## src/rtl/riscv_pkg.sv

```systemverilog
`default_nettype none
// ============================================================================
// Module      : riscv_pkg
// Description : Shared definitions for the RV32I multi-cycle core control.
//               Holds the major opcodes, the control FSM state encoding, the
//               ALU operation selector and the branch funct3 codes.
// Revision    : 1.0 - initial release
// ============================================================================
package riscv_pkg;

    // Major opcodes, ir[6:0]. These are also used by the immediate generator.
    localparam logic [6:0] OP_R      = 7'b0110011;
    localparam logic [6:0] OP_IMM    = 7'b0010011;
    localparam logic [6:0] OP_LOAD   = 7'b0000011;
    localparam logic [6:0] OP_STORE  = 7'b0100011;
    localparam logic [6:0] OP_BRANCH = 7'b1100011;

    // Control FSM states. FETCH is 0 so that the reset state reads as zero on
    // the debug port.
    typedef enum logic [3:0] {
        ST_FETCH    = 4'd0,
        ST_DECODE   = 4'd1,
        ST_EXEC     = 4'd2,
        ST_MEM_ADDR = 4'd3,
        ST_MEM_RD   = 4'd4,
        ST_MEM_WR   = 4'd5,
        ST_WB_ALU   = 4'd6,
        ST_WB_MEM   = 4'd7,
        ST_BRANCH   = 4'd8,
        ST_FAULT    = 4'd9
    } state_t;

    // ALU operation selector
    typedef enum logic [1:0] {
        ALU_ADD   = 2'b00,
        ALU_FUNCT = 2'b01,
        ALU_CMP   = 2'b10
    } alu_op_t;

    // Branch funct3 codes, ir[14:12]. 010 and 011 are not defined.
    localparam logic [2:0] F3_BEQ  = 3'b000;
    localparam logic [2:0] F3_BNE  = 3'b001;
    localparam logic [2:0] F3_BLT  = 3'b100;
    localparam logic [2:0] F3_BGE  = 3'b101;
    localparam logic [2:0] F3_BLTU = 3'b110;
    localparam logic [2:0] F3_BGEU = 3'b111;

endpackage
`default_nettype wire

```

## src/rtl/riscv_mc_ctrl_branch_cond.sv

```systemverilog
`default_nettype none
// ============================================================================
// Module      : branch_cond
// Description : Combinational branch resolution. It maps the branch funct3 and
//               the ALU compare flags to a taken flag, and it flags the
//               undefined funct3 encodings as illegal.
// Ports       : funct3  in  3  branch funct3 (ir[14:12])
//               cmp_eq  in  1  rs1 == rs2
//               cmp_lt  in  1  rs1 <  rs2, signed
//               cmp_ltu in  1  rs1 <  rs2, unsigned
//               taken   out 1  branch condition holds
//               illegal out 1  funct3 is not a defined branch
// Revision    : 1.0 - initial release
// ============================================================================
module branch_cond
    import riscv_pkg::*;
(
    input  logic [2:0] funct3,
    input  logic       cmp_eq,
    input  logic       cmp_lt,
    input  logic       cmp_ltu,
    output logic       taken,
    output logic       illegal
);

    always_comb begin
        taken   = 1'b0;
        illegal = 1'b0;
        case (funct3)
            F3_BEQ:  taken = cmp_eq;
            F3_BNE:  taken = ~cmp_eq;
            F3_BLT:  taken = cmp_lt;
            F3_BGE:  taken = ~cmp_lt;
            F3_BLTU: taken = cmp_ltu;
            F3_BGEU: taken = ~cmp_ltu;
            default: illegal = 1'b1;
        endcase
    end

endmodule
`default_nettype wire

```

## src/rtl/riscv_mc_ctrl.sv

```systemverilog
`default_nettype none
// ============================================================================
// Module      : riscv_mc_ctrl
// Description : Multi-cycle control FSM for the RV32I datapath. It sequences
//               fetch, decode, execute, memory and write-back for R-type,
//               I-type ALU, load, store and branch instructions. It shares one
//               memory port between fetch and data access, counts retired
//               instructions, and traps illegal opcodes and memory timeouts.
// Ports       : clk, rst_n            clock, async active-low reset
//               ir                    instruction register (valid from DECODE)
//               cmp_eq/lt/ltu         ALU compare flags
//               mem_ready             memory handshake
//               mem_req/we/addr_sel   memory request controls
//               ir_we, pc_we, pc_src  IR / PC update controls
//               rf_we, wb_sel         register write-back controls
//               alu_src_b, alu_op     ALU operand / operation select
//               fault                 sticky fault flag
//               instret               retired-instruction counter
//               state_o               current FSM state (debug)
// Revision    : 1.0 - initial release
// ============================================================================
module riscv_mc_ctrl
    import riscv_pkg::*;
#(
    parameter int MEM_TIMEOUT = 16
)(
    input  logic        clk,
    input  logic        rst_n,
    input  logic [31:0] ir,
    input  logic        cmp_eq,
    input  logic        cmp_lt,
    input  logic        cmp_ltu,
    input  logic        mem_ready,
    output logic        mem_req,
    output logic        mem_we,
    output logic        mem_addr_sel,
    output logic        ir_we,
    output logic        pc_we,
    output logic        pc_src,
    output logic        rf_we,
    output logic        wb_sel,
    output logic        alu_src_b,
    output logic [1:0]  alu_op,
    output logic        fault,
    output logic [31:0] instret,
    output logic [3:0]  state_o
);

    // Last wait-counter value tolerated before a stalled request faults.
    localparam logic [7:0] c_WAIT_LAST = 8'(MEM_TIMEOUT - 1);

    state_t      r_state;
    state_t      w_next_state;
    logic [7:0]  r_wait_cnt;
    logic [31:0] r_instret;
    logic        r_active;
    logic        w_retire;
    logic        w_timeout;
    logic        w_req_state;
    logic        w_is_imm;
    logic        w_taken;
    logic        w_br_illegal;
    alu_op_t     w_alu_op;
    logic [6:0]  w_opcode;
    logic        w_unused;

    assign w_opcode = ir[6:0];
    assign w_is_imm = (w_opcode == OP_IMM);
    // Only the opcode and funct3 fields steer control.
    assign w_unused = ^{ir[31:15], ir[11:7]};

    branch_cond u_branch_cond (
        .funct3  (ir[14:12]),
        .cmp_eq  (cmp_eq),
        .cmp_lt  (cmp_lt),
        .cmp_ltu (cmp_ltu),
        .taken   (w_taken),
        .illegal (w_br_illegal)
    );

    // r_active is low while reset is held and for the first edge after
    // release, so every output (mem_req included) is 0 under reset and the
    // first fetch request starts on the first clock edge after release.
    always_ff @(posedge clk or negedge rst_n) begin
        if (!rst_n) begin
            r_active <= 1'b0;
        end else begin
            r_active <= 1'b1;
        end
    end

    assign w_req_state = r_active &&
                         ((r_state == ST_FETCH) || (r_state == ST_MEM_RD) ||
                          (r_state == ST_MEM_WR));
    // mem_ready in the same cycle wins over the timeout.
    assign w_timeout   = w_req_state && !mem_ready && (r_wait_cnt == c_WAIT_LAST);

    // ---------------- state register ----------------
    always_ff @(posedge clk or negedge rst_n) begin
        if (!rst_n) begin
            r_state <= ST_FETCH;
        end else begin
            r_state <= w_next_state;
        end
    end

    // ---------------- next-state logic ----------------
    always_comb begin
        w_next_state = r_state;
        case (r_state)
            ST_FETCH: begin
                if (r_active && mem_ready) begin
                    w_next_state = ST_DECODE;
                end else if (w_timeout) begin
                    w_next_state = ST_FAULT;
                end
            end
            ST_DECODE: begin
                case (w_opcode)
                    OP_R, OP_IMM:       w_next_state = ST_EXEC;
                    OP_LOAD, OP_STORE:  w_next_state = ST_MEM_ADDR;
                    OP_BRANCH:          w_next_state = ST_BRANCH;
                    default:            w_next_state = ST_FAULT;
                endcase
            end
            ST_EXEC:     w_next_state = ST_WB_ALU;
            ST_WB_ALU:   w_next_state = ST_FETCH;
            ST_MEM_ADDR: w_next_state = (w_opcode == OP_STORE) ? ST_MEM_WR : ST_MEM_RD;
            ST_MEM_RD: begin
                if (mem_ready) begin
                    w_next_state = ST_WB_MEM;
                end else if (w_timeout) begin
                    w_next_state = ST_FAULT;
                end
            end
            ST_WB_MEM:   w_next_state = ST_FETCH;
            ST_MEM_WR: begin
                if (mem_ready) begin
                    w_next_state = ST_FETCH;
                end else if (w_timeout) begin
                    w_next_state = ST_FAULT;
                end
            end
            ST_BRANCH:   w_next_state = w_br_illegal ? ST_FAULT : ST_FETCH;
            ST_FAULT:    w_next_state = ST_FAULT;
            default:     w_next_state = ST_FAULT;
        endcase
    end

    // ---------------- output logic ----------------
    always_comb begin
        mem_req      = 1'b0;
        mem_we       = 1'b0;
        mem_addr_sel = 1'b0;
        ir_we        = 1'b0;
        pc_we        = 1'b0;
        pc_src       = 1'b0;
        rf_we        = 1'b0;
        wb_sel       = 1'b0;
        alu_src_b    = 1'b0;
        w_alu_op     = ALU_ADD;
        fault        = 1'b0;
        w_retire     = 1'b0;
        if (r_active) begin
            case (r_state)
                ST_FETCH: begin
                    mem_req = 1'b1;
                    ir_we   = mem_ready;
                end
                ST_DECODE: begin
                    alu_src_b = w_is_imm;
                end
                ST_EXEC: begin
                    w_alu_op  = ALU_FUNCT;
                    alu_src_b = w_is_imm;
                end
                ST_WB_ALU: begin
                    rf_we    = 1'b1;
                    pc_we    = 1'b1;
                    w_retire = 1'b1;
                end
                ST_MEM_ADDR: begin
                    alu_src_b = 1'b1;
                end
                ST_MEM_RD: begin
                    mem_req      = 1'b1;
                    mem_addr_sel = 1'b1;
                end
                ST_WB_MEM: begin
                    rf_we    = 1'b1;
                    wb_sel   = 1'b1;
                    pc_we    = 1'b1;
                    w_retire = 1'b1;
                end
                ST_MEM_WR: begin
                    mem_req      = 1'b1;
                    mem_we       = 1'b1;
                    mem_addr_sel = 1'b1;
                    pc_we        = mem_ready;
                    w_retire     = mem_ready;
                end
                ST_BRANCH: begin
                    w_alu_op = ALU_CMP;
                    pc_we    = ~w_br_illegal;
                    pc_src   = w_taken & ~w_br_illegal;
                    w_retire = ~w_br_illegal;
                end
                ST_FAULT: begin
                    fault = 1'b1;
                end
                default: begin
                    fault = 1'b0;
                end
            endcase
        end
    end

    // Wait counter: counts stalled cycles of the current request and is zero
    // whenever the FSM enters a request state or the request completes.
    always_ff @(posedge clk or negedge rst_n) begin
        if (!rst_n) begin
            r_wait_cnt <= 8'd0;
        end else if (w_req_state && !mem_ready && (w_next_state == r_state)) begin
            r_wait_cnt <= r_wait_cnt + 8'd1;
        end else begin
            r_wait_cnt <= 8'd0;
        end
    end

    // Retired-instruction counter, wraps naturally at 2^32.
    always_ff @(posedge clk or negedge rst_n) begin
        if (!rst_n) begin
            r_instret <= 32'd0;
        end else if (w_retire) begin
            r_instret <= r_instret + 32'd1;
        end
    end

    assign alu_op  = w_alu_op;
    assign instret = r_instret;
    assign state_o = r_state;

endmodule
`default_nettype wire
```

## config.mk

```make
export PLATFORM = sky130hd
export DESIGN_NAME = riscv_mc_ctrl
export DESIGN_NICKNAME = d
export VERILOG_FILES = /design/src/rtl/riscv_pkg.sv /design/src/rtl/riscv_mc_ctrl_branch_cond.sv /design/src/rtl/riscv_mc_ctrl.sv
export SDC_FILE = /design/constraint.sdc
export NUM_CORES = 1
export LEC_CHECK = 0
export ABC_AREA = 1
export BUFFER_PORTS_ARGS = -buffer_cell sky130_fd_sc_hd__buf_2
export CORE_UTILIZATION = 45
export DETAILED_ROUTE_END_ITERATION = 10
export PLACE_DENSITY = 0.84
export SLEW_MARGIN = 20
export SYNTH_ARGS = -nofsm -noshare
export SYNTH_HDL_FRONTEND = slang
export SYNTH_HIERARCHICAL = 1
export SYNTH_SLANG_ARGS = --single-unit
```

## constraint.sdc

```tcl
create_clock -name clk -period 1.9 [get_ports clk]
set_clock_uncertainty 0.2 [all_clocks]
set_input_delay 0.38 -clock clk [delete_from_list [all_inputs] [get_ports clk]]
set_output_delay 0.38 -clock clk [all_outputs]
set_load 0.03 [all_outputs]
```

Yosys cells after proc, flatten, opt, wreduce, memory -nomap -nowiden. Index checks and enable logic that the tools add are counted.

Add/sub/neg operators: 2. Equal/unequal tests: 21. Mux-type cells: 32. Bitwise gates (word level): 4. Reductions and logical operators: 17.

Operators with widths (count): $add 32x1->32 const B (1); $pmux 4 s8 (1); $mux 4 (5); $mux 1 (19); $eq 4x3->1 const B (4); $eq 7x6->1 const B (2); $eq 3x3->1 const B (4); $pmux 4 s3 (1); $reduce_or 2->1 (5); $add 8x1->8 const B (1); $eq 4x2->1 const B (2); $eq 4x4->1 const B (2); $eq 8x4->1 const B (1); $mux 8 (1); $eq 7x2->1 const B (1); $eq 7x5->1 const B (1); $eq 7x7->1 const B (1); $pmux 1 s6 (1); $reduce_or 6->1 (1); $logic_and 1x1->1 (5); $eq 4x1->1 const B (1); $eq 4x4->1 (1); $logic_not 4->1 (1); $pmux 2 s2 (1); 10 further kinds (13).

Register bits after elaboration: 45. Bits of input ports: 38. Output and inout port bits: 48. Word-level logic and storage cells: 80.

Longest topological paths before layout. Gate-level depths: netlist (run 1).

Depth after elaboration: 12. Depth in mapped cells: 12. Mapped depth without buffers: 11.

Modules after synthesis. Netlist (run 1), hierarchy kept.

By module, submodules not included: riscv_mc_ctrl (times used 1, cells each 426, area each 2869.0 um^2, seq. area each 1126.1 um^2); branch_cond (times used 1, cells each 16, area each 70.1 um^2, seq. area each 0.0 um^2).

Worst setup path before layout (run 1). OpenSTA, ideal clock, no wires.

Path type: reg-to-output. Start: register r_state[3] (netlist: state_o[3]). End: output port fault. Arrival: 1755 ps. Required time: 1320 ps. Path slack: -435 ps. Stages on the path, launching flop included: 3. Path buffers: 0. Cells stage by stage: dfrtp_1 inv_1 nor4_1.

Cells in the longest elaborated chain, start to end: 3.

Ends and longest elaborated chain: start, declared (RTL line riscv_mc_ctrl.sv:52) `state_t r_state;`; start signal, assigned (RTL line riscv_mc_ctrl.sv:103) `r_state <= w_next_state;`; $eq 4x4->1 (RTL line riscv_mc_ctrl.sv:165) `case (r_state)`; $mux 1 (RTL line riscv_mc_ctrl.sv:165); $mux 1 (RTL line riscv_mc_ctrl.sv:164) `if (r_active) begin`; end, declared (RTL line riscv_mc_ctrl.sv:44) `output logic fault,`.

No other way between the ends.

Worst setup path in the final report (run 1).
Start: register r_state[2] (netlist: state_o[2]). End: output port alu_src_b.

Cells in the longest elaborated chain, start to end: 4. Elaborated cells on any way between the ends: 6. Those cells by class: 3 x eq/ne; 2 x mux; 1 x reduce/logical.

Ends and longest elaborated chain: $eq 4x2->1 or $eq 4x1->1 (tied branches) (RTL line riscv_mc_ctrl.sv:165); $reduce_or 2->1 (no source line); $pmux 1 s2 * (RTL line riscv_mc_ctrl.sv:165); $mux 1 * (RTL line riscv_mc_ctrl.sv:164); end, declared (RTL line riscv_mc_ctrl.sv:42) `output logic alu_src_b,`.

Mark *: on every way between the ends. The rest lies on a longest branch, timed or not.

==> flow_summary_export.csv, run 1 <==
group,metric,value,unit
run_status,status,"complete, but fails checks",
run_status,failed_checks,"design-rule violations, negative setup slack",
die,io_pins,86,
setup_path,cpMostUsedCell,"nor2_2",
die,rows,29,
synth,synth-seq-cells,45,
detailed_routing,num_vias,3361,
die,core-area,6310,um^2
die,start_util,0.466,
pwr,swShare,0.408,
synth,ys_warn_count,6,
sta,max_freq,469,MHz
detailed_routing,via_per_inst,5.46,
pwr,power.leakage,0.00193,uW
synth,synth_area_per_cell,6.65,um^2
sta,slew_violations,0,
setup_path,end_kind,"output port",
setup_path,cp-start-kind,"flop",
clock_tree,clk_path_buf_depth,2,
flow_run,max_cap_viol_count,0,
synth,synth-edff-count,0,
cells_and_area,design_area,3940,um^2
setup_path,crit_chain,"nor2_4 > nand2_1 > nor2_2 > a21oi_2 > nor2_2 > buf_6",
synth,synth_nets,482,
setup_path,cp_max_fo,4,
synth,ys_seq_area_frac,0.383,
placed_design,place_area,3460,um^2
clock_tree,numCtsBuffers,5,
detailed_routing,first_iter_violations,390,
cells_and_area,layout-drive-gt1-share,0.302,
sta,setup_viol,23,
pwr,ir_worst_vdd,0.740,mV
clock_tree,cts_tree,"yes",
synth,synthArstFlopShare,1.00,
detailed_routing,wire_per_inst,14.6,um
pwr,power_frac_clock,0.221,
pwr,p_sw,1420,uW
sta,finalHoldViolCount,0,
synth,syn_inst,442,
sta,hold_ws,0.238,ns
sta,fin_crit,2.13,ns
die,die_y,82.8,um
global_routing,grt-ovfl-total,0,
cells_and_area,area_delta_synth_final,34.0,%
cells_and_area,fin_cells,616,
placed_design,dp_hpwl,5700,um
sta,setup_slack,-0.232,ns
sta,grt_setup_unrepaired,"yes",
die,die_x,82.8,um
detailed_routing,detail_route.first_pass.iterations,8,
cells_and_area,multiInputGateArea,1780,um^2
hold_path,whs_path_depth,3,
sta,min_period_over_period,1.12,
synth,yosysTopAreaCellShare,0.383,
cells_and_area,diodes,0,
cells_and_area,nets,578,
synth,synth_area_leader_cell,"dfrtp_1",
detailed_routing,drc,2,
synth,synth_cell_types,31,
global_routing,grt_max_degree,46,
setup_path,rr_worst_depth,10,
pwr,combPwrFrac,0.427,
setup_path,worst_path_max_delay_cell,"dfrtp_2",
pwr,intPower,2060,uW
synth,syn_area,2940,um^2
global_routing,antenna_found_initial,0,
synth,yosys-top-cells-area,"dfrtp_1 38%, nand2_1 23%, nor2_1 9.3%",
clock_tree,clkTransAtPathRegs,0.09,ns
synth,synthFlopType,"dfrtp_1",
clock_tree,clk_latency,0.30,ns
clock_tree,cts-root-buf,"clkbuf_8",
setup_path,cp_data_arrival_time,1.55,ns
die,dieArea,6860,um^2
global_routing,grt_pass1_wl,14400,um
pwr,powerDensity,883,nW/um^2
setup_path,slowest_delay,0.47,ns
detailed_routing,ant_nets,0,
cells_and_area,ff_latch_area,1130,um^2
placed_design,port_buffers,63,
setup_path,path_class,"reg2out",
synth,synth.most_common_cell,"nand2_1",
global_routing,grt_pass1_vias,3115,
placed_design,gp_congestion,0.958,
setup_path,cp.required,1.32,ns
pwr,pwr-share-seq,0.352,
synth,synthTopCellsByCount,"179 x nand2_1, 73 x nor2_1, 45 x dfrtp_1",
hold_path,hold_path.class,"in2reg",
clock_tree,cts_max_level,2,
global_routing,grtUsageTotal,0.253,
placed_design,dp_cells,591,
clock_tree,cts.sinks,45,
detailed_routing,drt_wl_total,8970,um
cells_and_area,fillCellCount,535,
==> layout by cell type (no fill, tap or decap), drive strengths merged, types with 3 or more instances in the layout <==
cell type,instances
nand2,182
buf,93
nor2,76
dfrtp,45
inv,40
nand3,22
xor2,11
o21ai,10
nor3,10
xnor2,8
nand3b,7
clkbuf,6
a21oi,6
nand4,4
a21boi,3
==> per-layer routing <==
metal	part of all wire	track usage
met1	0.39	0.331
met2	0.47	0.421
met3	0.081	0.0427
met4	0.053	0.0956
met5	0	0
==> critical path, delay by kind of cell (launching register included) <==
family | cells | cell delay [ns]
compound gates | 1 | 0.05
flops | 1 | 0.47
buf+inv | 1 | 0.14
simple gates | 4 | 0.60
==> logic make-up (layout without fill, tap and decap cells) <==
logic type                 after synthesis  after routing  share of synthesized area
xor gates and xnor gates                19             19                     0.0566
DFF                                     45             45                      0.383
other                                    1              1                    0.00128
adders and majority gates                2              2                    0.00851
buffers and inverters                   45            142                     0.0698
and+or+nand+nor                        307            307                      0.436
AOI/OAI and AO/OA                       23             23                     0.0447
==> state kept, by name, indices dropped and copies added (netlist names) <==
signal,cells
instret,32
state_o,4
r_active,1
r_wait_cnt,8
==> area by class of cell <==
class / instances / share of cell area
clock buffers: 6 / 0.0210
clock inverters: 2 / 0.00953
inverters: 40 / 0.0388
multi-input cells: 352 / 0.453
flip-flops and latches: 45 / 0.288
well taps: 77 / 0.0245
repair buffers: 94 / 0.165
==> per-stage QoR <==
| step | setup slack, ns | power (uW) | utilization | setup TNS [ns] |
|---|---|---|---|---|
| after floorplan | -0.138 | 1930 | - | -0.978 |
| after global placement | 0.0439 | 2250 | 0.549 | 0 |
| after detailed placement | -0.0244 | 2290 | 0.549 | -0.0244 |
| after CTS | -0.159 | 3360 | 0.609 | -0.848 |
| after global routing | -0.293 | 3670 | 0.624 | -4.57 |
| final | -0.232 | 3480 | 0.624 | -1.87 |
==> worst paths after layout <==
kind                          startpoint            end  slack, ns
setup / recovery              state_o[2]      alu_src_b      -0.23
hold / removal                 mem_ready     state_o[1]       0.24
setup reg to reg              state_o[2]     instret[6]      -0.08
hold reg to reg            r_wait_cnt[0]  r_wait_cnt[0]       0.26
max in group asynchronous          rst_n     state_o[2]       0.89
min in group asynchronous          rst_n    instret[25]       0.38
==> power groups by stage <==
stage,registers [uW],clock network [uW],logic [uW]
after floorplan,1390,0,548
after global placement,1210,0,1040
after detailed placement,1220,0,1070
after CTS,1210,789,1360
after global routing,1240,825,1610
final,1220,769,1480
==> timing repair <==
action	CTS	global route
resized for setup	43	31
hold endpoints to repair	45	0
setup endpoints to repair	12	54
pin swaps	13	10
buffers inserted	17	4
hold buffers	1	0
Power figures use the tool's default switching activity.
==> run 2: changes to the inputs <==
Settings changed: ABC_AREA 1 to not set, PLACE_DENSITY 0.84 to 0.87.
==> flow_summary_export.csv, run 2 <==
group,metric,value,unit
clock_tree,cts_tree,"yes",
detailed_routing,drt_wl_total,6280,um
cells_and_area,multiInputGateArea,1430,um^2
setup_path,end_kind,"flop",
flow_run,max_cap_viol_count,0,
detailed_routing,drc,0,
detailed_routing,detail_route.first_pass.iterations,4,
setup_path,path_class,"reg2reg",
run_status,status,"complete, but fails checks",
hold_path,hp-start,"instret[31]",
hold_path,hold_path.class,"reg2reg",
synth,synthArstFlopShare,1.00,
global_routing,grt_max_degree,46,
placed_design,gp_congestion,0.824,
cells_and_area,area_delta_synth_final,49.3,%
global_routing,grt_pass1_vias,2041,
hold_path,min_to,"instret[31]",
synth,synth_area_per_cell,9.72,um^2
die,core-area,5110,um^2
sta,fin_crit,2.39,ns
synth,yosysTopAreaCellShare,0.475,
detailed_routing,first_iter_violations,100,
die,die_x,74.6,um
synth,yosys-top-cells-area,"dfrtp_1 47%, xnor2_1 7.8%, xor2_1 6.3%",
setup_path,cp_max_fo,7,
synth,ys_warn_count,6,
synth,synth_cell_types,46,
setup_path,cp.required,1.91,ns
setup_path,r2r-end,"instret[7]",
synth,synth-seq-cells,45,
detailed_routing,wire_per_inst,15.0,um
cells_and_area,ff_latch_area,1130,um^2
cells_and_area,nets,388,
sta,finalHoldViolCount,0,
pwr,power.leakage,0.00173,uW
global_routing,antenna_found_initial,0,
setup_path,r2r-start,"state_o[0]",
run_status,failed_checks,"negative setup slack",
setup_path,cp_data_arrival_time,2.41,ns
sta,finalSetupTns,-14.31,ns
synth,synth.most_common_cell,"dfrtp_1",
placed_design,port_buffers,63,
cells_and_area,fin_util,0.693,
die,die_y,74.6,um
synth,syn_area,2370,um^2
setup_path,rr_worst_depth,7,
detailed_routing,num_vias,2207,
setup_path,r2r_slack,-0.49,ns
sta,min_period_over_period,1.26,
cells_and_area,final_cell_mix,"49 x buf_2, 41 x dfrtp_1, 36 x buf_4",
die,dieArea,5570,um^2
die,io_pins,86,
sta,grt_setup_unrepaired,"yes",
cells_and_area,fillCellCount,372,
sta,setup_slack,-0.491,ns
hold_path,whs_path_depth,1,
global_routing,grt_pass1_wl,9590,um
clock_tree,clk_path_buf_depth,2,
synth,synthTopCellsByCount,"45 x dfrtp_1, 30 x nor2_1, 27 x nand2_1",
clock_tree,cts.sinks,45,
cells_and_area,layout-drive-gt1-share,0.487,
sta,max_freq,418,MHz
die,start_util,0.464,
sta,setup_viol,50,
cells_and_area,largest_reg_flops,32,
sta,slew_violations,0,
synth,synth_nets,284,
sta,slew_headroom,0.625,
detailed_routing,via_per_inst,5.27,
die,rows,26,
synth,synth-edff-count,0,
setup_path,cp-start-kind,"flop",
sta,worstMarginPinSlew,0.563,ns
clock_tree,cts-root-buf,"clkbuf_8",
clock_tree,numCtsBuffers,5,
cells_and_area,diodes,0,
clock_tree,cts_max_level,2,
synth,ys_seq_area_frac,0.475,
pwr,ir_worst_vdd,0.982,mV
pwr,powerDensity,860,nW/um^2
synth,synth_area_leader_cell,"dfrtp_1",
synth,syn_inst,244,
global_routing,grtUsageTotal,0.228,
synth,synthFlopType,"dfrtp_1",
global_routing,grt-ovfl-total,0,
detailed_routing,ant_nets,0,
cells_and_area,final_common_cell,"buf_2",
clock_tree,clkTransAtPathRegs,0.08,ns
placed_design,dp_hpwl,3850,um
placed_design,dp_worst_setup_slack,-0.464,ns
clock_tree,clk_latency,0.30,ns
==> run 2: changes by cell type after synthesis, sizes merged, moves of 7 or more <==
cell,change
inv,-36
nand2,-155
nand3,-11
nand4,+7
nor2,-46
o21ai,-7
xnor2,+13
==> run 2: layer usage <==
layer,GRT usage,share of wire,vias to the layer above
met1,0.300,0.42,1077
met5,0,0,-
li1,-,-,1048
met3,0.0610,0.043,15
met4,0.0545,0.021,0
met2,0.376,0.51,67
==> run 2: repair_timing <==
action,in CTS,in global routing
endpoints found under the setup margin,49,55
resized for setup,62,20
hold buffers,1,0
pin swaps,14,13
hold endpoints to repair,45,0
setup buffers,9,5
==> run 2: where the power goes <==
group	leakage, uW	switching, uW	total, uW	internal (uW)
clock	0.0000585	329	758	429
combinational	0.00106	673	1170	501
sequential	0.000608	77.8	1110	1040
==> run 2: area by class of cell <==
class / count / area share
Sequential cell: 45 / 0.319
Inverter: 4 / 0.00424
Timing Repair Buffer: 106 / 0.216
Clock inverter: 1 / 0.00848
Clock buffer: 7 / 0.0244
Tap cell: 70 / 0.0247
Multi-Input combinational cell: 186 / 0.403
==> run 2: logic make-up after synthesis <==
| kind of cell | Yosys count | synth area share |
|---|---|---|
| other | 1 | 0.00158 |
| AOI/OAI and AO/OA | 16 | 0.0401 |
| DFF | 45 | 0.475 |
| xor gates and xnor gates | 38 | 0.140 |
| muxes | 3 | 0.0132 |
| buffers and inverters | 13 | 0.0290 |
| adders and majority gates | 3 | 0.0148 |
| and+or+nand+nor | 125 | 0.286 |
==> run 2: how the worst max path moves through the flow <==
stage / start / endpoint / slack (ns) / cells after the start
global placement: ir[13] / instret[26] / -0.40 / 7
global route: state_o[0] / instret[7] / -0.57 / 7
CTS: state_o[0] / pc_we / -0.42 / 4
finish: state_o[0] / instret[7] / -0.49 / 7
detailed placement: ir[13] / instret[7] / -0.46 / 8
floorplan: state_o[1] / instret[19] / -0.31 / 6
==> run 2: worst max-delay path, cell delays in order, from the launching register on <==
cell     delay (ns)
dfrtp_2        0.42
or4_4          0.57
o22ai_4        0.22
buf_6          0.14
buf_4          0.17
and2_4         0.18
and4_1         0.21
xor2_1         0.20
==> run 2: metrics by stage <==
step	cell area [um^2]	instances	hold WS, ns	total power [uW]
after detailed placement	3070	400	0.247	2040
after floorplan	2490	244	-0.116	1740
final	3540	419	0.270	3050
after CTS	3460	417	0.257	2980
after global placement	3070	400	0.236	2020
after global routing	3540	419	0.309	3180
